## config.mk

```make
export PLATFORM = sky130hd
export DESIGN_NAME = binary_pixel_streamer
export DESIGN_NICKNAME = d
export VERILOG_FILES = /design/src/rtl/ipu_stream_pkg.sv /design/src/rtl/rd_tag_pipe.sv /design/src/rtl/binary_pixel_streamer.sv
export SDC_FILE = /design/constraint.sdc
export NUM_CORES = 1
export LEC_CHECK = 0
export ABC_CLOCK_PERIOD_IN_PS = 3800
export CAP_MARGIN = 30
export CORE_ASPECT_RATIO = 0.8
export CORE_MARGIN = 5
export CORE_UTILIZATION = 51
export DETAILED_ROUTE_END_ITERATION = 16
export HOLD_SLACK_MARGIN = 0.15
export PLACE_DENSITY = 0.89
export SYNTH_ARGS = -nofsm -noshare
export SYNTH_HDL_FRONTEND = slang
export SYNTH_SLANG_ARGS = --single-unit
export TNS_END_PERCENT = 5
```

## constraint.sdc

```tcl
create_clock -name CLK -period 3.8 [get_ports CLK]
set_clock_uncertainty 0.15 [all_clocks]
set_input_delay 1.14 -clock CLK [delete_from_list [all_inputs] [get_ports CLK]]
set_output_delay 1.14 -clock CLK [all_outputs]
set_load 0.02 [all_outputs]
```

## src/rtl/ipu_stream_pkg.sv

```systemverilog
// Shared types and constants for the binary pixel streamer.
// The optional border mask (PIX_STREAM_BORDER_MASK_EN) uses is_border().
package ipu_stream_pkg;

    localparam int                IMG_DIM   = 64;
    localparam int                ADDR_W    = 12;
    localparam logic [ADDR_W-1:0] LAST_ADDR = 12'd4095;

    typedef enum logic [1:0] {
        IDLE  = 2'd0,
        READ  = 2'd1,
        DRAIN = 2'd2,
        FIN   = 2'd3
    } state_t;

    typedef struct packed {
        logic valid;
        logic last;
        logic border;
    } tag_t;

    // Address is {row, col}; a pixel on the outer ring of the frame is a border pixel.
    function automatic logic is_border(input logic [ADDR_W-1:0] addr);
        logic [5:0] row;
        logic [5:0] col;
        row = addr[11:6];
        col = addr[5:0];
        return (row == 6'd0) || (row == 6'(IMG_DIM - 1)) ||
               (col == 6'd0) || (col == 6'(IMG_DIM - 1));
    endfunction

endpackage

```

## src/rtl/rd_tag_pipe.sv

```systemverilog
// RD_LATENCY-deep tag shift register that tracks reads in flight so each
// returning RAM word is paired with its valid/last/border flags.
module rd_tag_pipe
    import ipu_stream_pkg::*;
#(
    parameter int RD_LATENCY = 1
)
(
    input  logic i_clk,
    input  logic i_rst,
    input  tag_t i_tag,
    output tag_t o_tag,
    output logic o_busy
);

    tag_t r_stage [RD_LATENCY];

    always_ff @(posedge i_clk) begin
        if (i_rst) begin
            for (int i = 0; i < RD_LATENCY; i++) begin
                r_stage[i] <= '0;
            end
        end else begin
            r_stage[0] <= i_tag;
            for (int i = 1; i < RD_LATENCY; i++) begin
                r_stage[i] <= r_stage[i-1];
            end
        end
    end

    assign o_tag = r_stage[RD_LATENCY-1];

    always_comb begin
        o_busy = 1'b0;
        for (int i = 0; i < RD_LATENCY; i++) begin
            o_busy = o_busy | r_stage[i].valid;
        end
    end

endmodule

```

## src/rtl/binary_pixel_streamer.sv

```systemverilog
// Reads a 64x64 frame row-major from a synchronous RAM and streams one
// thresholded bit per pixel. Optional macro: PIX_STREAM_BORDER_MASK_EN.
//
// state | meaning
// IDLE  | waiting for START; threshold latched on accept
// READ  | one RAM read per unpaused cycle, addresses 0..4095
// DRAIN | waiting for in-flight reads to return
// FIN   | DONE pulse, then back to IDLE
module binary_pixel_streamer
    import ipu_stream_pkg::*;
#(
    parameter int PIX_W      = 8,
    parameter int RD_LATENCY = 1
)
(
    input  logic              CLK,
    input  logic              RST,
    input  logic              START,
    input  logic [PIX_W-1:0]  THRESHOLD,
    input  logic              PAUSE,
    output logic              RD_EN,
    output logic [ADDR_W-1:0] RD_ADDR,
    input  logic [PIX_W-1:0]  RD_DATA,
    output logic              DOUT_VALID,
    output logic              DOUT,
    output logic              LAST_PIX_VALID,
    output logic              BUSY,
    output logic              DONE
);

    state_t            r_state;
    logic [ADDR_W-1:0] r_cnt;
    logic [PIX_W-1:0]  r_thr;
    logic              r_dout_valid;
    logic              r_dout;
    logic              r_last;

    logic              w_issue;
    logic              w_border;
    logic              w_pipe_busy;
    tag_t              w_tag_in;
    tag_t              w_tag_out;

    assign w_issue = (r_state == READ) && !PAUSE;

    always_ff @(posedge CLK) begin
        if (RST) begin
            r_state <= IDLE;
            r_cnt   <= '0;
            r_thr   <= '0;
        end else begin
            case (r_state)
                IDLE: begin
                    if (START) begin
                        r_state <= READ;
                        r_cnt   <= '0;
                        r_thr   <= THRESHOLD;
                    end
                end
                READ: begin
                    if (w_issue) begin
                        r_cnt <= r_cnt + 1'b1;
                        if (r_cnt == LAST_ADDR) begin
                            r_state <= DRAIN;
                        end
                    end
                end
                DRAIN: begin
                    if (!w_pipe_busy) begin
                        r_state <= FIN;
                    end
                end
                FIN:     r_state <= IDLE;
                default: r_state <= IDLE;
            endcase
        end
    end

`ifdef PIX_STREAM_BORDER_MASK_EN
    assign w_border = is_border(r_cnt);
`else
    assign w_border = 1'b0;
`endif

    assign w_tag_in = tag_t'{valid:  w_issue,
                             last:   w_issue && (r_cnt == LAST_ADDR),
                             border: w_border};

    rd_tag_pipe #(
        .RD_LATENCY (RD_LATENCY)
    ) u_tag_pipe (
        .i_clk  (CLK),
        .i_rst  (RST),
        .i_tag  (w_tag_in),
        .o_tag  (w_tag_out),
        .o_busy (w_pipe_busy)
    );

    // RD_DATA is only meaningful when the tag at the pipe output is valid.
    always_ff @(posedge CLK) begin
        if (RST || !w_tag_out.valid) begin
            r_dout_valid <= 1'b0;
            r_dout       <= 1'b0;
            r_last       <= 1'b0;
        end else begin
            r_dout_valid <= 1'b1;
            r_dout       <= (RD_DATA > r_thr) && !w_tag_out.border;
            r_last       <= w_tag_out.last;
        end
    end

    assign RD_EN          = w_issue;
    assign RD_ADDR        = r_cnt;
    assign DOUT_VALID     = r_dout_valid;
    assign DOUT           = r_dout;
    assign LAST_PIX_VALID = r_last;
    assign BUSY           = (r_state == READ) || (r_state == DRAIN);
    assign DONE           = (r_state == FIN);

endmodule
```

==> flow_metrics.env <==
export IMPL_synthesis_area_mm2=0.001425
export IMPL_gp_congestion=0.8266
export IMPL_clock_pin_slew_worst_setup_and_hold_paths_ns=0.13
export IMPL_ir_drop_mv=0.4166
export IMPL_clock_sinks=27
export IMPL_synth_seq_cells=27
export IMPL_syn_to_final_growth_pct=30.73
export IMPL_worstSkewPairLatency_ns=0.33
export IMPL_postRouteAntennaNets=0
export IMPL_cpPeakStageDelay_ns=0.41
export IMPL_synth_common_cells="sky130_fd_sc_hd__dfxtp_1, sky130_fd_sc_hd__a21oi_1, sky130_fd_sc_hd__nand2_1"
export IMPL_synth_instances=172
export IMPL_gr_total_overflow=0
export IMPL_finalNetCount=244
export IMPL_net_count_after_synthesis=205
export IMPL_critical_path_cell_chain="clkdlybuf4s50_1 > nand2b_1 > inv_1 > dlymetal6s2s_1"
export IMPL_final_period_utilization_pct=87.71
export IMPL_ioPinCount=38
export IMPL_worst_pin_slew_ns=0.7606
export IMPL_via_count=1375
export IMPL_worst_path_max_delay_cell="sky130_fd_sc_hd__clkdlybuf4s50_1"
export IMPL_grt_start_max_net_pins=19
export IMPL_placeableCoreArea_mm2=0.002723
export IMPL_die_height_um=57.28
export IMPL_row_count=17
export IMPL_portBuffers=37
export IMPL_max_freq_mhz=300.0
export IMPL_final_min_clock_period_ns=3.333
export IMPL_grt_use_total_pct=18.03
export IMPL_synth_cell_types=35
export IMPL_worstPathMaxFanout=2
export IMPL_die_area_mm2=0.003958
export IMPL_cts_root_buffer_cell="sky130_fd_sc_hd__clkbuf_4"
export IMPL_timing_hold_worst_class="reg -> reg"
export IMPL_pwr_density_cell_mw_per_mm2=428.3
export IMPL_rsz_0062_raised_after_global_routing="false"
export IMPL_via_per_inst=5.544
export IMPL_run_status="completed"
export IMPL_cp_data_required_time_ns=2.51
export IMPL_hp_start="u_tag_pipe.r_stage[0][0]$_SDFF_PP0_"
export IMPL_async_reset_ff_share_pct=0
export IMPL_tritoncts="built"
export IMPL_die_x_um=69.10
export IMPL_netlist_top_cells_area="sky130_fd_sc_hd__dfxtp_1, sky130_fd_sc_hd__ha_1, sky130_fd_sc_hd__a21oi_1"
export IMPL_layout_drive_gt1_share_pct=4.762
export IMPL_routed_wire_length_mm=3.442
export IMPL_initial_core_util_pct=52.34
export IMPL_timing_max_transition_violations_final=0
export IMPL_setup_viol=0
export IMPL_postCtsHoldBufs=0
export IMPL_initial_antenna_violation_count=0
export IMPL_type_of_the_worst_setup_path="in -> out"
export IMPL_tritoncts_num_buffers=3
export IMPL_grt_first_pass_wirelength_mm=5.927
export IMPL_hpwlAfterDp_mm=2.744
export IMPL_cts_post_setup_buffers_inserted=0
export IMPL_drt_first_pass_iters=4
export IMPL_setup_worst_path_end_class="output pin"
export IMPL_worstHoldPathCells=1
export IMPL_worst_r2r_path_depth=6
export IMPL_ys_warn_count=0
export IMPL_synth_yosys_seq_area_share_pct=37.93
export IMPL_synthMostInstantiatedCell="sky130_fd_sc_hd__dfxtp_1"
export IMPL_synth_enable_flop_cells=0
export IMPL_grt_pass1_vias=1393
export IMPL_drt_drc_violations_left=0
export IMPL_detail_route_iter0_violations=40
export IMPL_postCtsResizedCells=0
export IMPL_cp_arrival_ns=2.04
export IMPL_crit_path_start_kind="input port"
export IMPL_finalHoldViolCount=0
export IMPL_finish_utilization_pct=68.43
export IMPL_p_leak_nw=0.6808
export IMPL_fin_setup_tns_ns=0
export IMPL_routed_wire_length_per_instance_um=13.88
export IMPL_htree_num_levels=1
export IMPL_yosys_most_used_dff="sky130_fd_sc_hd__dfxtp_1"
export IMPL_maxCapViolations=0
export IMPL_crit_path_start="PAUSE"
export IMPL_clockBufferDepth=2
export IMPL_slew_headroom_pct=48.63
export IMPL_syn_mean_instance_area_um2=8.286
export IMPL_synthDominantCellAreaShare_pct=37.93
export IMPL_critical_path_reg2reg_startpoint="r_state[0]$_SDFFE_PP0P_"
export IMPL_antenna_cells=0
export IMPL_synth_largest_area_cell="sky130_fd_sc_hd__dfxtp_1"
==> metrics by stage <==
stage	instance area (um2)	total power, mW	hold slack, ns	setup WS, ns	cells
global placement	1834	0.6586	0.2674	0.1310	244
global route	1863	0.8569	0.3272	0.3641	248
CTS	1861	0.7995	0.2930	0.06482	248
detailed placement	1834	0.6783	0.2620	0.07439	244
finish	1863	0.7979	0.2931	0.4671	248
floorplan	1425	0.5770	0.2557	0.9635	172
==> worst max-delay path: cells and delay by family <==
family,cells,cell delay [ns]
buffers and inverters,3,0.74
AND/OR/NAND/NOR,1,0.17
==> per-layer routing <==
| layer | routed length (um) | part of all wire [%] | global-route usage (%) | vias to the layer above |
|---|---|---|---|---|
| met2 | 1672 | 49 | 31.11 | 38 |
| met3 | 162 | 4.7 | 6.338 | 14 |
| met5 | 0 | 0 | 0 | - |
| met4 | 96 | 2.8 | 6.964 | 0 |
| li1 | - | - | - | 692 |
| met1 | 1510 | 44 | 20.64 | 631 |
==> final timing paths <==
| kind | to | slack (ns) |
|---|---|---|
| hold / removal | LAST_PIX_VALID$_SDFF_PN0_ | 0.29 |
| setup reg to reg | RD_ADDR[9]$_SDFFE_PP0P_ | 1.04 |
| hold reg to reg | LAST_PIX_VALID$_SDFF_PN0_ | 0.29 |
| setup / recovery | RD_EN | 0.47 |
==> logic make-up after synthesis <==
family,count (synthesis),share of synthesized area (%)
flip-flops,27,37.93
adder cells (fa/ha/maj),13,11.41
buffers and inverters,21,6.672
AO/OA/AOI/OAI,40,16.77
XOR/XNOR,4,2.459
AND/OR/NAND/NOR,67,24.76
==> registers in the layout (all words and copies together), names as in the netlist <==
| name | flops |
|---|---|
| RD_ADDR | 12 |
| r_thr | 8 |
| r_state | 2 |
| DOUT_VALID | 1 |
| LAST_PIX_VALID | 1 |
| DOUT | 1 |
| u_tag_pipe.r_stage | 2 |
==> report_power, final <==
group	internal (mW)	switching [mW]	leakage, nW
sequential	0.314	0.0209	0.219
combinational	0.145	0.195	0.447
clock	0.0412	0.0826	0.0150
total	0.500	0.298	0.681
==> final cells by class <==
cell class / count / area (um2)
fillers: 253 / 859.6
multi-input cells: 124 / 789.5
flip-flops and latches: 27 / 540.5
repair buffers: 42 / 410.4
inverters: 13 / 48.80
well taps: 38 / 47.55
clock buffers: 4 / 26.28
==> placed cells by master, fill, tap and decap left out, types with 3 or more instances in the layout <==
master                             n
sky130_fd_sc_hd__nor2_1            9
sky130_fd_sc_hd__xnor2_1           3
sky130_fd_sc_hd__ha_1             13
sky130_fd_sc_hd__inv_1            13
sky130_fd_sc_hd__nand2_1          17
sky130_fd_sc_hd__or4_1             5
sky130_fd_sc_hd__clkbuf_4          3
sky130_fd_sc_hd__clkdlybuf4s50_1  36
sky130_fd_sc_hd__nand2b_1          3
sky130_fd_sc_hd__dfxtp_1          27
sky130_fd_sc_hd__or3_1             3
sky130_fd_sc_hd__nor2b_1           3
sky130_fd_sc_hd__nand4_1           4
sky130_fd_sc_hd__buf_4             5
sky130_fd_sc_hd__a21oi_1          19
sky130_fd_sc_hd__o211ai_1          3
sky130_fd_sc_hd__nand3_1          12
sky130_fd_sc_hd__o21ai_0           8
(Power assumes the default switching activity.)
